File: src/rtl/irq_controller.sv
// Prioritised interrupt controller with claim/complete handshake
// and a small bus-mapped register file on the 64-bit CPU bus.
module irq_controller #(
   parameter int                 NUM_SRC     = 8,
   parameter int                 VEC_W       = 5,
   parameter int                 SYNC_STAGES = 2,
   parameter logic [NUM_SRC-1:0] EDGE_RESET  = '1
) (
   input  logic               clk,
   input  logic               reset,
   input  logic [NUM_SRC-1:0] irq_src,
   output logic [VEC_W-1:0]   interrupt_vector,
   output logic               irq,
   input  logic               interrupt_ack,
   input  logic               interrupt_done,
   input  logic               bus_select,
   input  logic [63:0]        bus_address,
   input  logic [63:0]        bus_write_data,
   input  logic               bus_write_enable,
   input  logic               bus_read_enable,
   output logic [63:0]        bus_read_data
);

   typedef enum logic [1:0] {
      IDLE    = 2'd0,
      PRESENT = 2'd1,
      BUSY    = 2'd2
   } state_t;

   state_t             r_state;
   state_t             w_state_nxt;
   logic [VEC_W-1:0]   r_cur_id;
   logic [NUM_SRC-1:0] r_pending;
   logic [NUM_SRC-1:0] r_enable;
   logic [NUM_SRC-1:0] r_edge;
   logic [NUM_SRC-1:0] r_s_d;
   logic [63:0]        r_rdata;

   logic [NUM_SRC-1:0] w_s;
   logic [NUM_SRC-1:0] w_rise;
   logic [NUM_SRC-1:0] w_req;
   logic [NUM_SRC-1:0] w_cur_mask;
   logic [NUM_SRC-1:0] w_wdata;
   logic [NUM_SRC-1:0] w_mode_chg;
   logic [NUM_SRC-1:0] w_w1c;
   logic [NUM_SRC-1:0] w_cclr;
   logic [NUM_SRC-1:0] w_pend_nxt;
   logic [VEC_W-1:0]   w_win;
   logic [VEC_W-1:0]   w_vec_p1;
   logic [2:0]         w_off;
   logic               w_wr;
   logic               w_rd;
   logic               w_claim_rd;
   logic               w_claim;
   logic               w_done;
   logic               w_any;
   logic               w_cur_live;
   logic [63:0]        w_rdata;
   logic               w_unused;

   // Only address bits [5:3] select a register
   assign w_unused = ^{bus_address[63:6], bus_address[2:0]};

   generate
      if (SYNC_STAGES == 0) begin : g_nosync
         assign w_s = irq_src;
      end else begin : g_sync
         logic [NUM_SRC-1:0] r_sync [SYNC_STAGES];
         // Synchronise raw requests into the clk domain
         always_ff @(posedge clk or negedge reset) begin
            if (!reset) begin
               for (int k = 0; k < SYNC_STAGES; k++)
                  r_sync[k] <= '0;
            end else begin
               r_sync[0] <= irq_src;
               for (int k = 1; k < SYNC_STAGES; k++)
                  r_sync[k] <= r_sync[k-1];
            end
         end
         assign w_s = r_sync[SYNC_STAGES-1];
      end
   endgenerate

   assign w_off      = bus_address[5:3];
   assign w_wr       = bus_select & bus_write_enable;
   assign w_rd       = bus_select & bus_read_enable;
   assign w_wdata    = bus_write_data[NUM_SRC-1:0];
   assign w_rise     = w_s & ~r_s_d;
   assign w_req      = r_pending & r_enable;
   assign w_any      = |w_req;
   assign w_cur_mask = NUM_SRC'(1) << r_cur_id;
   assign w_cur_live = |(w_cur_mask & w_req);
   assign w_vec_p1   = r_cur_id + 1'b1;

   // A CLAIM read and an ack in the same cycle form a single claim
   assign w_claim_rd = w_rd & (w_off == 3'd3);
   assign w_claim    = (r_state == PRESENT) &
                       (interrupt_ack | w_claim_rd);
   assign w_done     = (r_state == BUSY) &
                       (interrupt_done |
                        (w_wr & (w_off == 3'd3) &
                         (bus_write_data == 64'(w_vec_p1))));

   assign w_mode_chg = (w_wr && w_off == 3'd2) ?
                       (r_edge ^ w_wdata) : '0;
   assign w_w1c      = (w_wr && w_off == 3'd0) ?
                       (w_wdata & r_edge) : '0;
   assign w_cclr     = w_claim ? (w_cur_mask & r_edge) : '0;
   // Edge bits: clears first, then a new edge sets (set wins)
   assign w_pend_nxt = ~w_mode_chg &
                       ((r_edge & ((r_pending & ~w_w1c & ~w_cclr)
                                   | w_rise)) |
                        (~r_edge & w_s));

   // Fixed priority: lowest requesting index wins
   always_comb begin
      w_win = '0;
      for (int i = NUM_SRC - 1; i >= 0; i--)
         if (w_req[i]) w_win = VEC_W'(i);
   end

   // Register file, edge history and latched winner
   always_ff @(posedge clk or negedge reset) begin
      if (!reset) begin
         r_pending <= '0;
         r_enable  <= '0;
         r_edge    <= EDGE_RESET;
         r_s_d     <= '0;
         r_cur_id  <= '0;
      end else begin
         r_pending <= w_pend_nxt;
         r_s_d     <= w_s;
         if (w_wr && w_off == 3'd1) r_enable <= w_wdata;
         if (w_wr && w_off == 3'd2) r_edge   <= w_wdata;
         if (r_state == IDLE && w_any) r_cur_id <= w_win;
      end
   end

   // Read data mux
   always_comb begin
      w_rdata = '0;
      case (w_off)
         3'd0: w_rdata[NUM_SRC-1:0] = r_pending;
         3'd1: w_rdata[NUM_SRC-1:0] = r_enable;
         3'd2: w_rdata[NUM_SRC-1:0] = r_edge;
         3'd3: w_rdata[VEC_W-1:0]   =
                  (r_state == PRESENT) ? w_vec_p1 : '0;
         3'd4: begin
            w_rdata[9:8]       = r_state;
            w_rdata[VEC_W-1:0] = r_cur_id;
         end
         default: w_rdata = '0;
      endcase
   end

   // Registered read port, holds until the next read
   always_ff @(posedge clk or negedge reset) begin
      if (!reset)    r_rdata <= '0;
      else if (w_rd) r_rdata <= w_rdata;
   end

   assign bus_read_data = r_rdata;

   // FSM state register
   always_ff @(posedge clk or negedge reset) begin
      if (!reset) r_state <= IDLE;
      else        r_state <= w_state_nxt;
   end

   // FSM next state
   always_comb begin
      w_state_nxt = r_state;
      case (r_state)
         IDLE:    if (w_any) w_state_nxt = PRESENT;
         PRESENT: begin
            if (w_claim)          w_state_nxt = BUSY;
            else if (!w_cur_live) w_state_nxt = IDLE;
         end
         BUSY:    if (w_done) w_state_nxt = IDLE;
         default: w_state_nxt = IDLE;
      endcase
   end

   // FSM outputs
   always_comb begin
      interrupt_vector = '0;
      irq              = 1'b0;
      if (r_state == PRESENT) begin
         interrupt_vector = w_vec_p1;
         irq              = 1'b1;
      end
   end

endmodule
File: config.mk
export PLATFORM = sky130hd
export DESIGN_NAME = irq_controller
export DESIGN_NICKNAME = d
export VERILOG_FILES = /design/src/rtl/irq_controller.sv
export SDC_FILE = /design/constraint.sdc
export NUM_CORES = 1
export LEC_CHECK = 0
export ABC_CLOCK_PERIOD_IN_PS = 7200
export CELL_PAD_IN_SITES_DETAIL_PLACEMENT = 0
export CELL_PAD_IN_SITES_GLOBAL_PLACEMENT = 1
export CORE_UTILIZATION = 30
export CTS_BUF_LIST = sky130_fd_sc_hd__clkbuf_2 sky130_fd_sc_hd__clkbuf_4 sky130_fd_sc_hd__clkbuf_8
export DETAILED_ROUTE_END_ITERATION = 12
export PLACE_DENSITY_LB_ADDON = 0.1
export SLEW_MARGIN = 5
export SYNTH_ARGS = -nofsm -noshare
export SYNTH_HDL_FRONTEND = slang
export SYNTH_SLANG_ARGS = --single-unit
File: constraint.sdc
create_clock -name clk -period 7.2 [get_ports clk]
set_input_delay 1.44 -clock clk [delete_from_list [all_inputs] [get_ports clk]]
set_output_delay 1.44 -clock clk [all_outputs]
set_load 0.03 [all_outputs]
* Yosys cells after proc, flatten, opt, wreduce, memory -nomap -nowiden
Cells that the tools add are included.
Word-level totals: register bits after elaboration 65, output and inout bits 70, word-level logic and storage cells 78
Operators by class: $add $sub $neg 1, eq/ne operators 10, shifts and indexed selects 1, muxes and demuxes 21, bitwise gates (word level) 27, reduce and logical (&&, ||, !) cells 9
Operators with widths (count):
- bitwise AND 8 bit | 10
- equality test 64 x 5 -> 1 bit | 1
- 2-to-1 mux 5 bit | 8
- inverter 8 bit | 5
- case mux 5 bit (5 select lines) | 1
- 2-to-1 mux 8 bit | 3
- OR 8 bit | 2
- OR reduction 8 bit | 2
- 2-to-1 mux 2 bit | 5
- case mux 3 bit (3 select lines) | 1
- << shifter 1 x 5 -> 8 bit (first input constant) | 1
- XOR 8 bit | 1
- bitwise AND 1 bit | 7
- equality test 3 x 2 -> 1 bit (second input constant) | 2
- case mux 2 bit (3 select lines) | 1
- adder 5 x 1 -> 5 bit (second input constant) | 1
- logical AND 1 bit | 4
- inequality test 2 bit (second input constant) | 2
- equality test 3 x 1 -> 1 bit (second input constant) | 1
- equality test 3 bit (second input constant) | 1
- logical NOT 3 bit | 1
- 2-to-1 mux 3 bit | 1
- inequality test 3 bit (second input constant) | 1
- AND reduction 3 bit | 1
- other kinds (5) | 6

* Depth between registers and ports, before layout
Gate-level depths: netlist of run 1.
depth after elaboration 11, mapped depth 8, mapped depth without buffers 7

* Worst setup path before layout of run 1
OpenSTA, ideal clock, no wires.
path kind input -> register, start input port bus_write_data[24], end register r_state[1], library setup time 0.120 ns, data arrival time 2.882 ns, required time 7.080 ns, path slack 4.199 ns, stages 5, path through or4_1 -> nor3_1 -> nand4_1 -> or4_1 -> a31o_1
Between the ends: longest elaborated chain between the ends 6
Ends and longest elaborated chain:
- start: declaration | RTL line 18 | input logic [63:0] bus_write_data,
- equality test 64 x 5 -> 1 bit | RTL line 102 | (bus_write_data == 64'(w_vec_p1))));
- bitwise AND 1 bit | RTL line 101 | (w_wr & (w_off == 3'd3) &
- OR 1 bit | RTL line 100 | (interrupt_done |
- bitwise AND 1 bit | RTL line 99 | assign w_done = (r_state == BUSY) &
- inequality test 2 bit (no source line)
- AND reduction 3 bit (no source line)
- end signal: assignment | RTL line 167 | else r_state <= w_state_nxt;
- end: declaration | RTL line 30 | state_t r_state;
Every way passes these cells. A chain may end at the register's enable or synchronous reset.

* Worst setup path after layout of run 1
start register r_cur_id[0], end output port interrupt_vector[2]
Between the ends: longest elaborated chain between the ends 2
Ends and longest elaborated chain:
- start: declaration | RTL line 32 | logic [VEC_W-1:0] r_cur_id;
- start signal: assignment | RTL line 135 | if (r_state == IDLE && w_any) r_cur_id <= w_win;
- adder 5 x 1 -> 5 bit | RTL line 93 | assign w_vec_p1 = r_cur_id + 1'b1;
- 2-to-1 mux 5 bit | RTL line 188 | if (r_state == PRESENT) begin
- end: declaration | RTL line 12 | output logic [VEC_W-1:0] interrupt_vector,
Every way passes these cells.

==> flow_metrics.tcl, run 1 <==
set metrics [dict create \
    outcome "finished, final reports clean" \
    slew_violations 0 \
    antenna_found_initial 0 \
    cts.clk_slew.worst_paths_ns 0.06 \
    critPathCaptureType "primary output" \
    synth_cell_type_count 43 \
    ys_seq_area_share_pct 45.9 \
    top_usage_layer "met2" \
    dp_hpwl_mm 6.71 \
    hold_violations 0 \
    tightest_slew_ns 0.995 \
    synth_ff_type "dfrtp_1" \
    met3_usage_pct 3.73 \
    synth_top_cell_area_share_pct 39.8 \
    setup_violations 0 \
    cts_hold_buf 0 \
    crit_start "r_cur_id[0]" \
    numPortBuffers 96 \
    use_met1_pct 19.5 \
    initial_core_util_pct 31.3 \
    postSynthAreaPerCell_um2 10.9 \
    powerDensity_mw_per_mm2 262 \
    dr.first_iter.drc_count 114 \
    hp-class "reg2reg" \
    placementRows 38 \
    cp_data_required_time_ns 5.76 \
    worst_path_most_repeated_cell "ha_1" \
    wl_per_cell_um 15.8 \
    wirelength_mm 8.88 \
    synth-edff-count 0 \
    relSlewSlack_pct 33.4 \
    drt-vias-per-instance 4.62 \
    r2r-start "r_cur_id[0]" \
    met2_usage_pct 26.1 \
    die_x_um 109 \
    drv_cap 0 \
    post_cts_buffers 0 \
    cts_resized 0 \
    grt_pass1_vias 2604 \
    synthCells 317 \
    drc 0 \
    max_freq_mhz 264 \
    fin_setup_tns_ns 0 \
    cts_buffer_depth 2 \
    nets 575 \
    worstPathMaxFanout 7 \
    num_io_pins 213 \
    irDropWorstVdd_v 0.000103 \
    grt_start_max_net_pins 64 \
    path_class "reg2out" \
    rsz0062_at_grt "false" \
    ys.warnings.count 0 \
    finalCritPeriodShare_pct 52.6 \
    h-tree-depth 3 \
    cellLeakagePower_nw 1.98 \
    critical_path_arrival_ns 2.34 \
    cts-root-buf "clkbuf_8" \
    grt-ovfl-total 0 \
    fin_ws_ns 3.42 \
    via_count 2602 \
    die_h_um 109 \
    ant_nets 0 \
    reg2reg_depth 7 \
    synth_common_cells "buf_4, dfrtp_1, nand2_1" \
    coreArea_mm2 0.0110 \
    async_reset_ff_share_pct 100 \
    yosysTopAreaCell "dfrtp_1" \
    final.setup_skew_ns 0.00951 \
    drive_gt1_share_pct 12.1 \
    grtUsageTotal_pct 15.5 \
    syn2layout_area_growth_pct 31.4 \
    synth_area_mm2 0.00345 \
    start_kind "flip-flop" \
    slowest_delay_ns 0.72 \
    slowest_stage "clkdlybuf4s50_1" \
    nFillCells 1089 \
    cts_tree "done" \
    gp_congestion 0.748 \
    grt_pass1_wl_mm 13.6 \
    netlist_top_cells_area "dfrtp_1, buf_4, dfstp_2" \
    whs_path_depth 0 \
    period_minus_slack_ns 3.78 \
    dr.pass1.iters 4 \
    numCtsBuffers 9 \
    diodes 0 \
    crit_chain "ha_1, ha_1, nor2_1, clkdlybuf4s50_1" \
    hold_start "g_sync.r_sync[15]" \
    clk_latency_ns 0.34 \
    dieArea_mm2 0.0119 \
    ys_seq_elements 63 \
    pre_cts_ws_ns 3.17 \
    clock_sinks 63 \
]
layout by cell type, fill, tap and decap left out, types with 2 or more instances in the layout:
cell type and count:
clkdlybuf4s50_1 95, conb_1 55, dfrtp_1 55, nand2_1 39, mux2_2 15, ha_1 14
nand3_1 10, nor4_1 10, clkbuf_8 10, a21oi_1 9, o21ai_0 9, nor2_1 8
a22o_1 8, dfstp_2 8, a22oi_1 7, inv_1 6, a221o_1 6, and2_1 5
nand4_1 5, mux2i_1 5, xor2_1 4, mux4_2 4, nor4_2 3, or4_1 3
a222oi_1 3, clkinv_2 3, a221oi_1 2, nor3_1 2, clkbuf_4 2
registers in the layout, indices dropped and copies added, names as in the netlist:
| signal | count |
|---|---|
| r_enable | 8 |
| r_cur_id | 3 |
| r_edge | 8 |
| bus_read_data | 10 |
| r_s_d | 8 |
| w_s | 8 |
| r_pending | 8 |
| r_state | 2 |
| g_sync.r_sync | 8 |
per-layer routing:
metal	share of wire (%)	wire length [um]
met2	48	4270
met3	8.6	765
met1	42	3760
met4	0.88	78
met5	0	0
worst max-delay path: cells and delay by family, from the launching register on:
family | cells | cell delay, ns
simple gates | 1 | 0.21
buf+inv | 1 | 0.72
fa+ha+maj | 2 | 0.60
flops | 1 | 0.49
layout make-up:
type	instances	area, um^2	share of cell area, %
sequential	63	1590	34.9
timing repair buffer	97	963	21.2
clock buffer	12	153	3.36
tap	140	175	3.86
multi-input combinational	240	1610	35.5
inverter	7	26.3	0.579
clock inverter	4	22.5	0.496
power by group:
group / internal [mW] / leakage (nW) / switching (mW)
registers: 0.421 / 0.751 / 0.0736
clock network: 0.140 / 0.0930 / 0.133
logic: 0.185 / 1.13 / 0.240
per-stage QoR:
stage	util, %	hold slack [ns]	area (um^2)	std cells	power, mW
after floorplan	-	0.331	3660	371	0.768
after global placement	39.6	0.332	4370	547	0.924
after detailed placement	39.6	0.335	4370	547	0.928
after CTS	41.2	0.351	4540	563	1.21
after global routing	41.2	0.362	4540	563	1.27
final	41.2	0.349	4540	563	1.19
logic make-up (layout without fill, tap and decap cells):
family | after synthesis | count (layout) | synth area share (%)
flip-flops | 63 | 63 | 45.9
AND/OR/NAND/NOR | 92 | 92 | 14.4
buffers and inverters | 68 | 120 | 13.5
adder cells (fa/ha/maj) | 14 | 14 | 5.07
AO/OA/AOI/OAI | 50 | 50 | 10.7
XOR/XNOR | 4 | 4 | 1.01
other | 1 | 55 | 0.109
multiplexers | 25 | 25 | 9.27
path summary, 6_finish.rpt:
path	slack [ns]	to
worst min register to register	0.35	w_s[7]
worst min-delay path	0.35	w_s[7]
min in group asynchronous	1.27	bus_read_data[0]
max in group asynchronous	5.41	r_enable[7]
worst max register to register	4.64	r_state[1]
worst max-delay path	3.42	interrupt_vector[2]
Power figures use the tool's default switching activity.
==> inputs of run 2 (changes only) <==
Settings changed: ABC_CLOCK_PERIOD_IN_PS 7200 to 3500, CORE_UTILIZATION 30 to 28.
Clock period 7.2 ns to 3.5 ns, I/O delays scaled along.
==> run 2 against run 1 <==
Net effect:
- clock power is 140% higher
- largest power group unchanged
- register-to-register slack worse by 3.7 ns
- sequential power is 100% higher
- highest routed layer unchanged
- worst setup slack worse by 3.0 ns
- critical endpoint unchanged
- wire length is 1.1% higher
- clock-buffer cell count is 1 lower
- cell area is 2.0% higher
- largest cell class unchanged
- non-clock buffer count is 8 higher
- critical path type unchanged
- sequential share of layout area is 0.70 points lower
- clock skew is 0.0013 ns higher
==> flow_metrics.tcl, run 2 (synthesized netlist as in run 1, its figures left out) <==
set metrics [dict create \
    dp_hpwl_mm 6.99 \
    grt-ovfl-total 0 \
    largest_register_ffs 10 \
    irDropWorstVdd_v 0.000183 \
    clock_sinks 63 \
    syn2layout_area_growth_pct 34.1 \
    placementRows 40 \
    start_kind "flip-flop" \
    dr.first_iter.drc_count 86 \
    final_common_cell "clkdlybuf4s50_1" \
    cts_resized 0 \
    whs_path_depth 0 \
    drt-vias-per-instance 4.61 \
    critical_path_arrival_ns 2.38 \
    nets 583 \
    fin_util_pct 38.6 \
    cts.clk_slew.worst_paths_ns 0.08 \
    path_class "reg2out" \
    wl_met1_mm 3.99 \
    cellLeakagePower_nw 2.02 \
    grt_start_max_net_pins 37 \
    drv_cap 0 \
    relSlewSlack_pct 59.9 \
    cts_hold_buf 0 \
    dieArea_mm2 0.0128 \
    dr.pass1.iters 4 \
    grt_pass1_vias 2706 \
    antenna_found_initial 0 \
    drive_gt1_share_pct 13.7 \
    h-tree-depth 3 \
    crit_chain "ha_1, ha_1, nor2_1, clkdlybuf4s50_1" \
    numCtsBuffers 9 \
    outcome "finished, final reports clean" \
    gp_congestion 0.740 \
    top_layer "met4" \
    cts_buffer_depth 2 \
    slowest_stage "clkdlybuf4s50_1" \
    critPathCaptureType "primary output" \
    wirelength_mm 8.97 \
    powerDensity_mw_per_mm2 551 \
    die_x_um 113 \
    hp-class "reg2reg" \
    fin_ws_ns 0.419 \
    period_minus_slack_ns 3.08 \
    initial_core_util_pct 28.8 \
    final_cell_mix "clkdlybuf4s50_1, conb_1, dfrtp_1" \
    fin_setup_tns_ns 0 \
    ant_nets 0 \
    wl_met2_mm 4.24 \
    rsz0062_at_grt "false" \
    cts_tree "done" \
    hold_violations 0 \
    finalCritPeriodShare_pct 88.0 \
    pre_cts_ws_ns 0.331 \
    coreArea_mm2 0.0120 \
    max_freq_mhz 325 \
    slew_violations 0 \
    num_io_pins 213 \
    clk_latency_ns 0.35 \
    wl_per_cell_um 15.5 \
    drc 0 \
    slowest_delay_ns 0.72 \
    worstPathMaxFanout 7 \
    cts-root-buf "clkbuf_8" \
    reg2reg_depth 7 \
    whs_ns 0.351 \
    tightest_slew_ns 0.600 \
    setup_violations 0 \
    numPortBuffers 96 \
    via_count 2666 \
    met3WireLength_um 637 \
    cp_data_required_time_ns 2.80 \
    final.setup_skew_ns 0.0108 \
    worst_path_most_repeated_cell "ha_1" \
    die_h_um 113 \
    post_cts_buffers 0 \
    grtUsageTotal_pct 14.7 \
    grt_pass1_wl_mm 14.2 \
    diodes 0 \
]
run 2: cell types whose count changed in the layout (fill, tap and decap cells not counted), sizes merged:
cell	before	now
buf	2	10
bufinv	0	1
clkbuf	12	11
run 2: layer usage:
metal / vias up / GRT usage [%]
li1: 1263 / -
met1: 1279 / 18.4
met2: 116 / 24.4
met3: 8 / 4.55
met4: 0 / 4.47
met5: - / 0
run 2: worst paths after layout:
check	start	endpoint	slack, ns
worst max-delay path	r_cur_id[0]	interrupt_vector[2]	0.42
worst min-delay path	g_sync.r_sync[13]	w_s[5]	0.35
worst max register to register	r_cur_id[0]	r_state[1]	0.96
worst min register to register	g_sync.r_sync[13]	w_s[5]	0.35
max in group asynchronous	reset	r_edge[1]	2.74
min in group asynchronous	reset	g_sync.r_sync[14]	0.37
run 2: cell type report:
cell class                      instances  area [um^2]
Timing Repair Buffer                  105         1020
Clock buffer                           11          151
Clock inverter                          5         56.3
Fill cell                            1188         7380
Inverter                                7         26.3
Tap cell                              147          184
Sequential cell                        63         1590
Multi-Input combinational cell        240         1610
run 2: worst max-delay path, delay by kind of cell, from the launching register on:
kind / cells / cell delay (ns)
buf+inv: 1 / 0.72
fa+ha+maj: 2 / 0.59
flops: 1 / 0.50
simple gates: 1 / 0.23
run 2: where the power goes:
| group | internal (mW) | switching [mW] |
|---|---|---|
| Sequential | 0.866 | 0.136 |
| Clock | 0.366 | 0.288 |
| Combinational | 0.391 | 0.505 |
run 2: per-stage QoR:
step | cell area (um^2) | instances | total power [mW]
4_1_cts | 4630 | 578 | 2.60
2_1_floorplan | 3660 | 371 | 1.58
3_3_place_gp | 4430 | 562 | 1.91
3_5_place_dp | 4430 | 562 | 1.92
6_report | 4630 | 578 | 2.55
5_1_grt | 4630 | 578 | 2.73
==> inputs of run 3 (changes only) <==
Settings changed: CAP_MARGIN from default to 40, TNS_END_PERCENT from default to 20.
==> results of run 3 <==
The final DEF is identical to that of run 2; final timing and power are the same.
